File: config.mk
export PLATFORM = sky130hd
export DESIGN_NAME = serial_adder
export DESIGN_NICKNAME = d
export VERILOG_FILES = /design/src/rtl/serial_adder.sv
export SDC_FILE = /design/constraint.sdc
export NUM_CORES = 1
export LEC_CHECK = 0
export CAP_MARGIN = 20
export CORE_MARGIN = 3
export CORE_UTILIZATION = 54
export CTS_BUF_LIST = sky130_fd_sc_hd__clkbuf_2 sky130_fd_sc_hd__clkbuf_4 sky130_fd_sc_hd__clkbuf_8
export DETAILED_ROUTE_END_ITERATION = 10
export GPL_ROUTABILITY_DRIVEN = 0
export PLACE_DENSITY_LB_ADDON = 0.2
export SLEW_MARGIN = 20
export SYNTH_ARGS = -nofsm -noshare
export SYNTH_HDL_FRONTEND = slang
export SYNTH_SLANG_ARGS = --single-unit
File: constraint.sdc
create_clock -name clk -period 1.55 [get_ports clk]
set_clock_uncertainty 0.05 [all_clocks]
set_input_delay 0.2325 -clock clk [delete_from_list [all_inputs] [get_ports clk]]
set_output_delay 0.2325 -clock clk [all_outputs]
set_load 0.05 [all_outputs]
File: src/rtl/serial_adder.sv
// -----------------------------------------------------------------------------
// serial_adder
//   Bit-serial adder: one full-adder cell plus a carry flip-flop process one
//   bit per clock, LSB first. An operation takes WIDTH cycles in RUN, then a
//   single DONE cycle, then back to IDLE.
//
//   Optional feature: define SERIAL_ADDER_SUB_EN to add the 'sub' port. When
//   sub=1 is captured, B is inverted and the initial carry forced to 1, giving
//   Sum = A - B mod 2^WIDTH with Cout=1 meaning "no borrow".
//
// Handshake: start is sampled only in IDLE; the edge that sees start=1 in IDLE
//   captures the operands. busy is high for the WIDTH RUN cycles, done pulses
//   for exactly one cycle when Sum/Cout take the new result. start seen in RUN
//   or DONE is ignored; a start held high is accepted in the IDLE cycle after
//   DONE.
//
// Ports:
//   clk    in   clock, rising edge
//   rst_n  in   asynchronous active-low reset
//   start  in   begin an operation (IDLE only)
//   A, B   in   WIDTH-bit operands, captured on the accepting edge
//   Cin    in   carry-in, captured on the accepting edge
//   sub    in   subtract select (only with SERIAL_ADDER_SUB_EN)
//   busy   out  high while in RUN
//   done   out  one-cycle pulse with a new result
//   Sum    out  registered result of the last completed operation
//   Cout   out  registered carry-out of the last completed operation
// -----------------------------------------------------------------------------
module serial_adder #(
    parameter int WIDTH = 8
) (
    input  logic             clk,
    input  logic             rst_n,
    input  logic             start,
    input  logic [WIDTH-1:0] A,
    input  logic [WIDTH-1:0] B,
    input  logic             Cin,
`ifdef SERIAL_ADDER_SUB_EN
    input  logic             sub,
`endif
    output logic             busy,
    output logic             done,
    output logic [WIDTH-1:0] Sum,
    output logic             Cout
);

    localparam int CW = $clog2(WIDTH);
    localparam logic [CW-1:0] LAST = CW'(WIDTH - 1);

    typedef enum logic [1:0] {
        IDLE = 2'd0,
        RUN  = 2'd1,
        DONE = 2'd2
    } state_t;

    state_t           state;
    logic [WIDTH-1:0] a_sh;
    logic [WIDTH-1:0] b_sh;
    logic [WIDTH-1:0] s_sh;
    logic             carry;
    logic [CW-1:0]    cnt;

    // The single full-adder cell works on the LSBs of the shift registers.
    logic             fa_s;
    logic             fa_c;
    logic [WIDTH-1:0] s_next;

    assign fa_s   = a_sh[0] ^ b_sh[0] ^ carry;
    assign fa_c   = (a_sh[0] & b_sh[0]) | (a_sh[0] & carry) | (b_sh[0] & carry);
    // Result bits enter at the MSB so that after WIDTH shifts bit 0 sits at the LSB.
    assign s_next = {fa_s, s_sh[WIDTH-1:1]};

    always_ff @(posedge clk or negedge rst_n) begin
        if (!rst_n) begin
            state <= IDLE;
            a_sh  <= '0;
            b_sh  <= '0;
            s_sh  <= '0;
            carry <= 1'b0;
            cnt   <= '0;
            Sum   <= '0;
            Cout  <= 1'b0;
            busy  <= 1'b0;
            done  <= 1'b0;
        end else begin
            case (state)
                IDLE: begin
                    done <= 1'b0;
                    if (start) begin
                        a_sh  <= A;
`ifdef SERIAL_ADDER_SUB_EN
                        // Two's complement subtract: A + ~B + 1, Cin ignored.
                        b_sh  <= sub ? ~B : B;
                        carry <= sub ? 1'b1 : Cin;
`else
                        b_sh  <= B;
                        carry <= Cin;
`endif
                        cnt   <= '0;
                        busy  <= 1'b1;
                        state <= RUN;
                    end
                end
                RUN: begin
                    a_sh  <= a_sh >> 1;
                    b_sh  <= b_sh >> 1;
                    s_sh  <= s_next;
                    carry <= fa_c;
                    cnt   <= cnt + CW'(1);
                    if (cnt == LAST) begin
                        Sum   <= s_next;
                        Cout  <= fa_c;
                        busy  <= 1'b0;
                        done  <= 1'b1;
                        state <= DONE;
                    end
                end
                DONE: begin
                    done  <= 1'b0;
                    state <= IDLE;
                end
                default: begin
                    busy  <= 1'b0;
                    done  <= 1'b0;
                    state <= IDLE;
                end
            endcase
        end
    end

endmodule

==> results by group, run 1 <==
Status
  • Status: finished clean

Place
  • IO buf count: 30
  • Placed insts: 235
  • Detailed Place HPWL: about 2500 um

CTS
  • Clock Sinks: 40
  • H-tree depth: 2
  • Clock Latency Late Sink: 360 ps
  • Root Driver: clkbuf_4
  • CTS tree: done
  • CTS buffer count: 5
  • Clk slew on worst S/H paths: 130 ps
  • CTS Buffer Depth: 2
  • Post-CTS Setup Bufs: 0

Floorplanning
  • Core area: 3128 um^2
  • I/O pin count: 31
  • Initial Utilization: 57.60%
  • DIE HEIGHT: 63.76 um
  • Full die area: 4065 um^2
  • DIE WIDTH: 63.76 um
  • Row cnt: 20

Logic synthesis
  • Cell area after synthesis: 1802 um^2
  • Syn avg cell area: 10.99 um^2
  • YS warnings: 0
  • Synth Area in Adders: about 2.5%
  • Simple-gate share of the synthesized area: 17.85%
  • Yosys cell types: 22
  • Post-synthesis compound-gate area fraction: a little under an eighth
  • Main combinational cell family by area after synthesis: simple AND/OR/NAND/NOR gates
  • Seq/Total Area, Yosys: 55.56%
  • Post-Syn Nets: 187
  • Multiplexer share of the synthesized area: roughly 7.5%
  • XOR/XNOR Fraction of Synth Area: 0%
  • Synth async-reset ratio: 100.0%
  • Most common flop cell mapped by yosys: dfrtp_1
  • Flops & latches, synth: 40
  • Post-Syn Instances: 164
  • Post-synth EDFFs: 0

Global routing
  • Vias in the first global route: 1299
  • Largest net degree at the start of global routing: 25
  • Total Routing Usage GR: 20.65%
  • Antenna violations before repair: 0
  • Total gr overflow: 0
  • First-pass GRT wire length: between 6000 and 7000 um

Route
  • Initial DRC count: a little over 70
  • TritonRoute pass-1 iters: 4
  • Post-DRT Antenna Nets: 0
  • DRC Markers: 0
  • Detailed-route wire length per cell: 15.61 um
  • Routed WL: around 3800 um
  • Vias/cell: 5.611
  • Via count: 1369

Setup path
  • Buf/Inv on CP: 0
  • WP data arrival: 1680 ps
  • CP top delay family: adder cells
  • Worst endpoint required time: approximately 1800 ps
  • Setup crit end kind: flop
  • Critical path fanouts, max: 10
  • CP max stage delay: 430 ps
  • Critical path cell sequence: ha_1 -> ha_2 -> nand2_8 -> mux2_4
  • Type of the worst setup path: flop to flop
  • CP max-delay cell: dfrtp_1
  • Startpoint types: flop

Finish
  • Non-Filler Instances: 244
  • Ant diodes: 0
  • Most common cell after layout, fill and taps aside: dfrtp_1
  • Area Growth Syn to Fin: 25.69%
  • Final net count: 222
  • Layout cell share with drive strength beyond 1: 21.00%
  • Most frequent cells in the layout: dfrtp_1, nand2_1, nor3_1

Hold path
  • Worst Hold Class: primary input to async pin

Run
  • Max-cap violation count: 0

Power and ir drop
  • Maximum vdd drop: roughly 1.3 mV
  • Lkg Pwr: 1.027 nW
  • Power Dens Cells: 2154 nW/um^2

Timing
  • Slew @ Worst Pin: 504.4 ps
  • Slew headroom: 66.37%
  • Crit share post-route: between 90% and 100%
  • Final Hold Violating Endpoints: 0
  • Final setup fails: 0
  • Peak Freq: 0.6807 GHz
  • Unrepaired setup endpoints after global routing: false
  • Hold Slack: 306.5 ps
  • Slew Viols, Final: 0
  • Minimum clock period after layout: 1469 ps
-- worst register-to-register path, delay by kind of cell (launching register included) --
kind | cells | cell delay, ps
DFF | 1 | 430
muxes | 1 | 320
adders and majority gates | 2 | 450
and+or+nand+nor | 1 | 140
-- per-layer routing --
| metal | track usage (%) | vias to the layer above | wire [um] |
|---|---|---|---|
| met5 | 0 | - | 0 |
| met4 | 7.278 | 0 | 55 |
| met3 | 5.975 | 6 | 173 |
| met2 | 32.20 | 33 | 1813 |
| met1 | 27.57 | 673 | 1768 |
| li1 | - | 657 | - |
-- cell families (layout without fill, tap and decap cells) --
group           count (synthesis)  in the layout
flops                          40             40
fa+ha+maj                       3              3
compound gates                 32             32
simple gates                   67             67
mux                             9              9
buf+inv                        13             49
-- where the power goes --
part	switching [mW]	internal, mW
Sequential	0.386	1.53
Combinational	1.25	0.999
Clock	0.370	0.344
-- cell type report --
class	count	area, um^2
Sequential cell	40	1001
Tap cell	44	55.05
Multi-Input combinational cell	111	716.9
Clock buffer	5	37.54
Timing Repair Buffer	39	400.4
Fill cell	225	863.3
Inverter	2	7.507
Clock inverter	3	46.29
-- cell usage after synthesis (2+ instances only) --
cell type	count	area, um^2
ha_1	2	25.02
o22ai_1	15	93.84
nor3_1	24	120.1
mux2_4	9	135.1
dfrtp_1	40	1001
buf_2	6	30.03
a22o_1	2	17.52
o21ai_0	7	35.03
inv_1	2	7.510
buf_6	3	33.78
nor2_1	12	45.04
nand2_1	25	93.84
o32ai_1	7	61.31
buf_4	2	15.01
-- state kept, by name, indices dropped and copies added, names as in the netlist --
signal / cells
done: 1
state: 2
carry: 1
busy: 1
cnt: 3
a_sh: 8
b_sh: 8
s_sh: 7
Cout: 1
Sum: 8
-- per-stage QoR --
step	util, %	TNS [ps]	area, um^2	setup slack, ps	power [mW]
3_3_place_gp	69.32	0	2168	42.70	4.063
5_1_grt	72.40	0	2265	38.73	5.219
4_1_cts	72.40	0	2265	81.70	4.907
3_5_place_dp	69.32	-65.19	2168	-39.73	4.181
2_1_floorplan	-	0	1802	123.9	3.461
6_report	72.40	0	2265	80.98	4.877
-- timing repair --
item,in CTS,in global routing
gates resized for setup,1,0
endpoints found under the hold margin,19,0
endpoints found under the setup margin,3,0
hold buffers,1,0
-- worst paths after layout --
check,from,endpoint,slack [ps],cells after the start
worst min-delay path,rst_n,Sum[0],310,2
min in group clk,B[7],b_sh[7],350,3
worst max register to register,cnt[0],Sum[1],80,4
max in group asynchronous,rst_n,b_sh[6],650,3
worst min register to register,s_sh[1],s_sh[1],440,2
worst max-delay path,cnt[0],Sum[1],80,4
(Power assumes the default switching activity.)
==> run 2: changes to the inputs <==
--- a/config.mk
+++ b/config.mk
@@ -6,6 +6,7 @@
 export NUM_CORES = 1
 export LEC_CHECK = 0
 export CAP_MARGIN = 20
+export CORE_ASPECT_RATIO = 1.1
 export CORE_MARGIN = 3
 export CORE_UTILIZATION = 54
 export CTS_BUF_LIST = sky130_fd_sc_hd__clkbuf_2 sky130_fd_sc_hd__clkbuf_4 sky130_fd_sc_hd__clkbuf_8
==> run 2 against run 1 <==
  * First-iteration DRC count decreased by 56%
  * Worst setup slack better by 3.7 ps
  * Clock power down 4.2%
  * Global-route usage shrank 0.81 points
  * Largest power group unchanged
==> results by group, run 2 (synthesized netlist as in run 1, its figures left out) <==
CTS
  • CTS Buffer Depth: 2
  • Root Driver: clkbuf_4
  • CTS buffer count: 5
  • Clock Latency Late Sink: 350 ps
  • CTS tree: done
  • Clock Sinks: 40
  • H-tree depth: 2
  • Clk slew on worst S/H paths: between 100 and 150 ps

Setup path
  • Setup crit end kind: flop
  • WP data arrival: 1670 ps
  • Reg-to-reg slack, setup: 80 ps
  • Worst endpoint required time: roughly 1800 ps
  • Reg-to-reg startpoint: cnt[0]
  • Type of the worst setup path: flop to flop
  • Critical path fanouts, max: 5
  • Worst setup path startpoint: cnt[0]
  • Startpoint types: flop
  • Critical path cell sequence: ha_1 -> ha_2 -> nand2_4 -> mux2_4
  • Buf/Inv on CP: 0
  • CP top delay family: adder cells
  • CP max stage delay: 430 ps
  • CP max-delay cell: dfrtp_1
  • Critical path depth: 4
  • Worst reg2reg endpoint: Sum[5]
  • Critical Path End: Sum[5]
  • R2R cell count: 4

Floorplanning
  • Core area: about 3100 um^2
  • Row cnt: 21
  • Full die area: between 4000 and 5000 um^2
  • DIE WIDTH: between 60 and 70 um
  • DIE HEIGHT: 66.58 um
  • I/O pin count: 31
  • Initial Utilization: 57.62%

Power and ir drop
  • Total power: roughly 4.9 mW
  • Maximum vdd drop: 0.9704 mV
  • Power Dens Cells: roughly 2100 nW/um^2
  • Lkg Pwr: 1.039 nW

Finish
  • Final net count: around 220
  • Post-route cell area: 2267 um^2
  • Core Util, Final: 72.51%
  • Fillcell total: roughly 240
  • Most common cell after layout, fill and taps aside: dfrtp_1
  • Regs by FF count: Sum x8, a_sh x8, b_sh x8
  • Ant diodes: 0
  • Area Growth Syn to Fin: 25.83%
  • Layout cell share with drive strength beyond 1: 21.78%
  • Most frequent cells in the layout: dfrtp_1, nand2_1, nor3_1

Global routing
  • First-pass GRT wire length: between 5000 and 6000 um
  • Largest net degree at the start of global routing: 41
  • Total Routing Usage GR: 19.83%
  • Vias in the first global route: 1292
  • Antenna violations before repair: 0
  • Total gr overflow: 0

Route
  • DRC Markers: 0
  • Vias/cell: 5.814
  • Routed WL: approximately 3600 um
  • Via count: 1372
  • Detailed-route wire length per cell: 15.19 um
  • Post-DRT Antenna Nets: 0
  • TritonRoute pass-1 iters: 4
  • Initial DRC count: 32

Place
  • IO buf count: 30
  • Placed Area: 2163 um^2
  • Setup Slack @ Placement: around 12 ps
  • Detailed Place HPWL: 2448 um

Timing
  • Crit share post-route: 94.54%
  • Slew @ Worst Pin: 372.3 ps
  • Slew Viols, Final: 0
  • Unrepaired setup endpoints after global routing: false
  • Peak Freq: 0.6824 GHz
  • Final Hold Violating Endpoints: 0
  • Total negative slack: 0 ps
  • Final setup fails: 0
  • Slew headroom: 75.07%
  • Setup ws final: 84.66 ps
  • Minimum clock period after layout: 1465 ps

Hold path
  • Worst Hold Class: primary input to async pin

Status
  • Status: finished clean

Run
  • Max-cap violation count: 0
==> run 2: cell types whose count changed in the layout (fill, tap and decap cells not counted), sizes merged <==
cell,delta
buf,+1
clkinv,+1
inv,-1
nand2,+1
==> run 2: per-stage QoR <==
step,hold WS (ps),std cells
finish,306.0,236
global route,301.0,236
CTS,314.2,235
detailed placement,167.6,226
global placement,167.4,226
floorplan,-113.1,164
==> run 2: report_power, final <==
group          switching, mW  internal [mW]  leakage [nW]  total, mW
clock                  0.348          0.336        0.0412      0.684
combinational           1.23           1.03         0.512       2.26
sequential             0.387           1.53         0.485       1.91
total                   1.97           2.89          1.04       4.86
==> run 2: layer usage <==
layer	GRT usage [%]	up-vias	wire [um]	share of wire, %
met1	22.71	674	1514	42
met5	0	-	0	0
met2	33.73	26	1855	52
met3	5.814	8	158	4.4
met4	8.130	0	57	1.6
li1	-	664	-	-
==> run 2: area by class of cell <==
class	count	area, um^2	area share (%)
tap	34	42.54	1.876
multi-input combinational	112	728.2	32.12
sequential	40	1001	44.15
timing repair buffer	40	407.9	17.99
clock buffer	5	37.54	1.656
clock inverter	3	42.54	1.876
inverter	2	7.507	0.3311
==> run 2: what timing repair did <==
| action | CTS | global route |
|---|---|---|
| setup buffers | 0 | 0 |
| setup endpoints to repair | 0 | 6 |
| hold buffers | 1 | 0 |
| endpoints found under the hold margin | 40 | 0 |
| resized for setup | 0 | 1 |
==> run 2: how the worst min path moves through the flow <==
| stage | startpoint | to | slack [ps] | cells past startpoint |
|---|---|---|---|---|
| floorplan | rst_n | Cout | -110 | 0 |
| global placement | rst_n | done | 170 | 2 |
| detailed placement | rst_n | done | 170 | 2 |
| CTS | rst_n | cnt[1] | 310 | 3 |
| global route | rst_n | Sum[2] | 300 | 3 |
| finish | rst_n | Sum[2] | 310 | 3 |
==> run 2: worst register-to-register path: cells and delay by family (launching register included) <==
| kind | cells | cell delay (ps) |
|---|---|---|
| flip-flops | 1 | 430 |
| AND/OR/NAND/NOR | 1 | 140 |
| adder cells (fa/ha/maj) | 2 | 450 |
| multiplexers | 1 | 310 |
==> patch 1 (flow settings as in run 2) <==
Change the parameter `WIDTH` from 8 to 16.
--- a/src/rtl/serial_adder.sv
+++ b/src/rtl/serial_adder.sv
@@ -27,7 +27,7 @@
 //   Cout   out  registered carry-out of the last completed operation
 // -----------------------------------------------------------------------------
 module serial_adder #(
-    parameter int WIDTH = 8
+    parameter int WIDTH = 16
 ) (
     input  logic             clk,
     input  logic             rst_n,
Ports: changed (resized A, B and Sum); port bits go from 31 to 55. No check against the original RTL was run, so the function may have changed too.
==> patch 1 against run 2 <==
  * Worst hold slack improved by 0.058 ns
  * Clock power rose by 140%
  * Worst setup slack got worse by 0.071 ns
  * Combinational power rose by 59%
  * Synthesized area rose by 77%
  * Final area rose by 85%
  * Fmax fell by 4.6%
  * Sequential share of layout area fell by 0.70 points
  * Sequential cell count rose by 33
  * Via count rose by 79%
  * Power rose by 73%
  * Wire length rose by 97%
  * Critical endpoint is now Sum[3]
  * Largest power group unchanged
==> patch 1: results (changes against run 2) <==
STATUS
-----------------------------------------------------------------------------------
Status                                                                 finished clean   unchanged

CRITICAL PATH
-----------------------------------------------------------------------------------
Capture instance of the worst register-to-register path                      Sum[3]   was Sum[5]
Top Family by Delay on Critical Path                                     flip-flops   was adder cells
Critical Path Start                                                          cnt[1]   was cnt[0]
Crit path largest cell delay                                                0.38 ns   was 0.43 ns
Flop2flop setup slack                                                       0.01 ns   was 0.08 ns
Worst R2R Start                                                              cnt[1]   was cnt[0]

PLACED DESIGN
-----------------------------------------------------------------------------------
Placed inst area                                                          3956 um^2   was 2163 um^2
Number of placed instances, taps included                                       430   was 226

LAYOUT
-----------------------------------------------------------------------------------
Largest registers ranked by flip-flop count                            Sum: 16 flops, a_sh: 16 flops, b_sh: 16 flops   was Sum: 8 flops, a_sh: 8 flops, b_sh: 8 flops
Area taken by flip-flops and latches                                      1827 um^2   was 1001 um^2
Multi-input gates                                                               206   was 112
Share of final layout cell area taken by clock buffers and inverters        0.05208   was 0.03532
Final core utilization                                                       0.7595   was 0.7251
FILL cells                                                                      384   was 239
Multi-input gate share of the layout cell area                               0.3021   was 0.3212
Non-clk bufs                                                                     77   was 40

PWR
-----------------------------------------------------------------------------------
Standby leakage power                                                      1.934 nW   was 1.039 nW
Switching component of the power                                           3.319 mW   was 1.967 mW

ROUTE
-----------------------------------------------------------------------------------
Met3 routed WL                                                               281 um   was 158 um
Met2 Wirelength                                                             3706 um   was 1855 um
Via Count                                                                      2450   was 1372
DRC violation total after the first TritonRoute iteration                       155   was 32

GRT
-----------------------------------------------------------------------------------
Maximum number of pins on one net before global-route repair                     74   was 41
Routing usage on met3                                                       0.05198   was 0.05814
First-pass GRT wire length                                                 11830 um   was 5830 um
Total track usage                                                            0.2234   was 0.1983

SYNTH
-----------------------------------------------------------------------------------
Post-Syn Nets                                                                   340   was 187
Synthesized-area fraction occupied by adder cells                           0.01018   was 0.02500
Yosys cell types                                                                 27   was 22

STA
-----------------------------------------------------------------------------------
Slew Limit Headroom                                                          0.7429   was 0.7507

FLOORPLAN
-----------------------------------------------------------------------------------
Well-Tap Cells                                                                   75   was 34

CTS
-----------------------------------------------------------------------------------
Depth of the CTS H-tree                                                           3   was 2

patch 1: power groups by stage:
| stage | combinational [mW] | sequential [mW] | clock [mW] |
|---|---|---|---|
| 4_1_cts | 3.61 | 3.21 | 1.66 |
| 5_1_grt | 3.89 | 3.31 | 1.75 |
| 2_1_floorplan | 1.66 | 3.77 | 0 |
| 3_5_place_dp | 3.53 | 3.22 | 0 |
| 3_3_place_gp | 3.40 | 3.18 | 0 |
| 6_report | 3.59 | 3.21 | 1.63 |
patch 1: worst max path at each step:
stage                     endpoint  slack (ns)  cells past startpoint
after global routing          Cout       -0.01                      5
after CTS                   Sum[3]       0.005                      5
after global placement    a_sh[12]        0.02                      5
after floorplan            Sum[10]       -0.04                      6
final                       Sum[3]        0.01                      5
after detailed placement     carry       -0.04                      5
patch 1: what timing repair did:
item,CTS,global route
endpoints found under the setup margin,14,5
gates resized for setup,2,1
setup buffers,1,0
endpoints found under the hold margin,73,0
hold buffers,1,0
pin swaps,1,0
==> patch 2 (settings of run 2) <==
Made on the original files. Register the output `Cout` once more, with the module's reset; this adds one clock of latency there. The other outputs are not delayed to match. Comments in the files are not updated.
--- a/src/rtl/serial_adder.sv
+++ b/src/rtl/serial_adder.sv
@@ -53,6 +53,8 @@
         DONE = 2'd2
     } state_t;
 
+    logic Cout_s0;
+
     state_t           state;
     logic [WIDTH-1:0] a_sh;
     logic [WIDTH-1:0] b_sh;
@@ -79,7 +81,7 @@
             carry <= 1'b0;
             cnt   <= '0;
             Sum   <= '0;
-            Cout  <= 1'b0;
+            Cout_s0 <= 1'b0;
             busy  <= 1'b0;
             done  <= 1'b0;
         end else begin
@@ -109,7 +111,7 @@
                     cnt   <= cnt + CW'(1);
                     if (cnt == LAST) begin
                         Sum   <= s_next;
-                        Cout  <= fa_c;
+                        Cout_s0 <= fa_c;
                         busy  <= 1'b0;
                         done  <= 1'b1;
                         state <= DONE;
@@ -128,5 +130,13 @@
         end
     end
 
+    always_ff @(posedge clk or negedge rst_n) begin
+        if (!rst_n) begin
+            Cout <= '0;
+        end else begin
+            Cout <= Cout_s0;
+        end
+    end
+
 endmodule
 
Formal check against the unedited RTL: not equivalent (a bounded check fails within 10 cycles, from zero or initial values and one cycle with rst_n low).
==> patch 2 against run 2 <==
  * Combinational power is 3% lower
  * Final cell count is 0.42% lower
  * Count of clock-buffer cells in the layout stayed put
  * Final area is 1.2% higher
  * Wire length is 3.8% lower
  * First-iteration DRC count is 31% higher
  * Power is 2.7% higher
  * Sequential cell count is 1 higher
  * Synthesized area is 1.4% higher
  * Worst setup slack worse by 0.027 ns
  * Sequential power is 2% higher
  * Largest cell class unchanged
  * Die area is 1.3% higher
  * Critical path type unchanged
  * Clock power is 24% higher
==> patch 2: results (changes against run 2) <==
CRITICAL PATH
-----------------------------------------------------------------------------------
Flop2flop setup slack                                                       0.06 ns   was 0.08 ns
Worst path arrival time                                                     1.69 ns   was 1.67 ns
Max FO, Critical Path                                                            10   was 5
Critical Path Sink                                                           Sum[2]   was Sum[5]

LAYOUT
-----------------------------------------------------------------------------------
Final non-clock buffer share                                                 0.1746   was 0.1799
FILL cells                                                                      219   was 239
Share of final layout cell area taken by clock buffers and inverters        0.04474   was 0.03532
Fraction of final layout cells with drive strength greater than 1            0.2040   was 0.2178
Area taken by multi-input logic gates                                    714.4 um^2   was 728.2 um^2
Net count reported at finish                                                    223   was 224
Largest registers ranked by flip-flop count                            Sum: 8 flops, a_sh: 8 flops, b_sh: 8 flops   unchanged
Count of sequential standard cells                                               41   was 40
Non-clk bufs                                                                     39   was 40
Multi-input gates                                                               111   was 112

ROUTE
-----------------------------------------------------------------------------------
DRC violation total after the first TritonRoute iteration                        42   was 32
Met3 routed WL                                                               202 um   was 158 um
Per-cell routed wire length                                                14.67 um   was 15.19 um
Number of vias per cell after detailed routing                                5.826   was 5.814
Met1 Routed Length                                                          1464 um   was 1514 um
1st-pass router iterations                                                        5   was 4
Met2 Wirelength                                                             1721 um   was 1855 um

PLACED DESIGN
-----------------------------------------------------------------------------------
Detailed-placement wirelength estimate                                      2445 um   was 2448 um
Worst slack after detailed placement                                    -0.04230 ns   was 0.01188 ns
Placed inst area                                                          2181 um^2   was 2163 um^2

GRT
-----------------------------------------------------------------------------------
Total track usage                                                            0.2003   was 0.1983
Maximum number of pins on one net before global-route repair                     25   was 41
Met1 usage                                                                   0.2416   was 0.2271
Fraction of met2 tracks used by global routing                               0.3254   was 0.3373

PWR
-----------------------------------------------------------------------------------
Standby leakage power                                                      1.059 nW   was 1.039 nW
Switch share                                                                 0.3885   was 0.4047
Part of the power in combinational logic                                      0.440   was 0.466
Total internal power                                                       3.052 mW   was 2.894 mW
IR drop worst, VDD                                                         1.012 mV   was 0.9704 mV
Clock net power                                                              846 uW   was 684 uW

STA
-----------------------------------------------------------------------------------
Maximum frequency from static timing analysis                             670.3 MHz   was 682.4 MHz
Worst hold margin                                                         0.2713 ns   was 0.3060 ns
Slew Limit Headroom                                                          0.7263   was 0.7507

SYNTH
-----------------------------------------------------------------------------------
Share of the yosys chip area belonging to registers                          0.5616   was 0.5556
Post-Syn Nets                                                                   188   was 187
Cells taking the most area after synthesis                             sky130_fd_sc_hd__dfrtp_1, sky130_fd_sc_hd__mux2_4, sky130_fd_sc_hd__nor3_1, sky130_fd_sc_hd__nand2_1, sky130_fd_sc_hd__o22ai_1   unchanged

STATUS
-----------------------------------------------------------------------------------
Status                                                                 finished clean   unchanged

## patch 2: cell types whose count changed after synthesis
cell	run 2	this run
sky130_fd_sc_hd__dfrtp_1	40	41
## patch 2: repair_timing
item                                    CTS  global route
endpoints found under the hold margin    17             0
endpoints found under the setup margin    0             0
hold buffers                              1             0
## patch 2: through the flow
| stage | std cells | util |
|---|---|---|
| 6_report | 235 | 0.7274 |
| 3_3_place_gp | 226 | 0.6917 |
| 2_1_floorplan | 165 | - |
| 5_1_grt | 235 | 0.7274 |
| 4_1_cts | 235 | 0.7274 |
| 3_5_place_dp | 226 | 0.6917 |
## patch 2: logic make-up after synthesis
kind of cell	share of synthesized area
simple gates	0.1760
flops	0.5616
compound gates	0.1164
buf+inv	0.04726
mux	0.07397
fa+ha+maj	0.02466
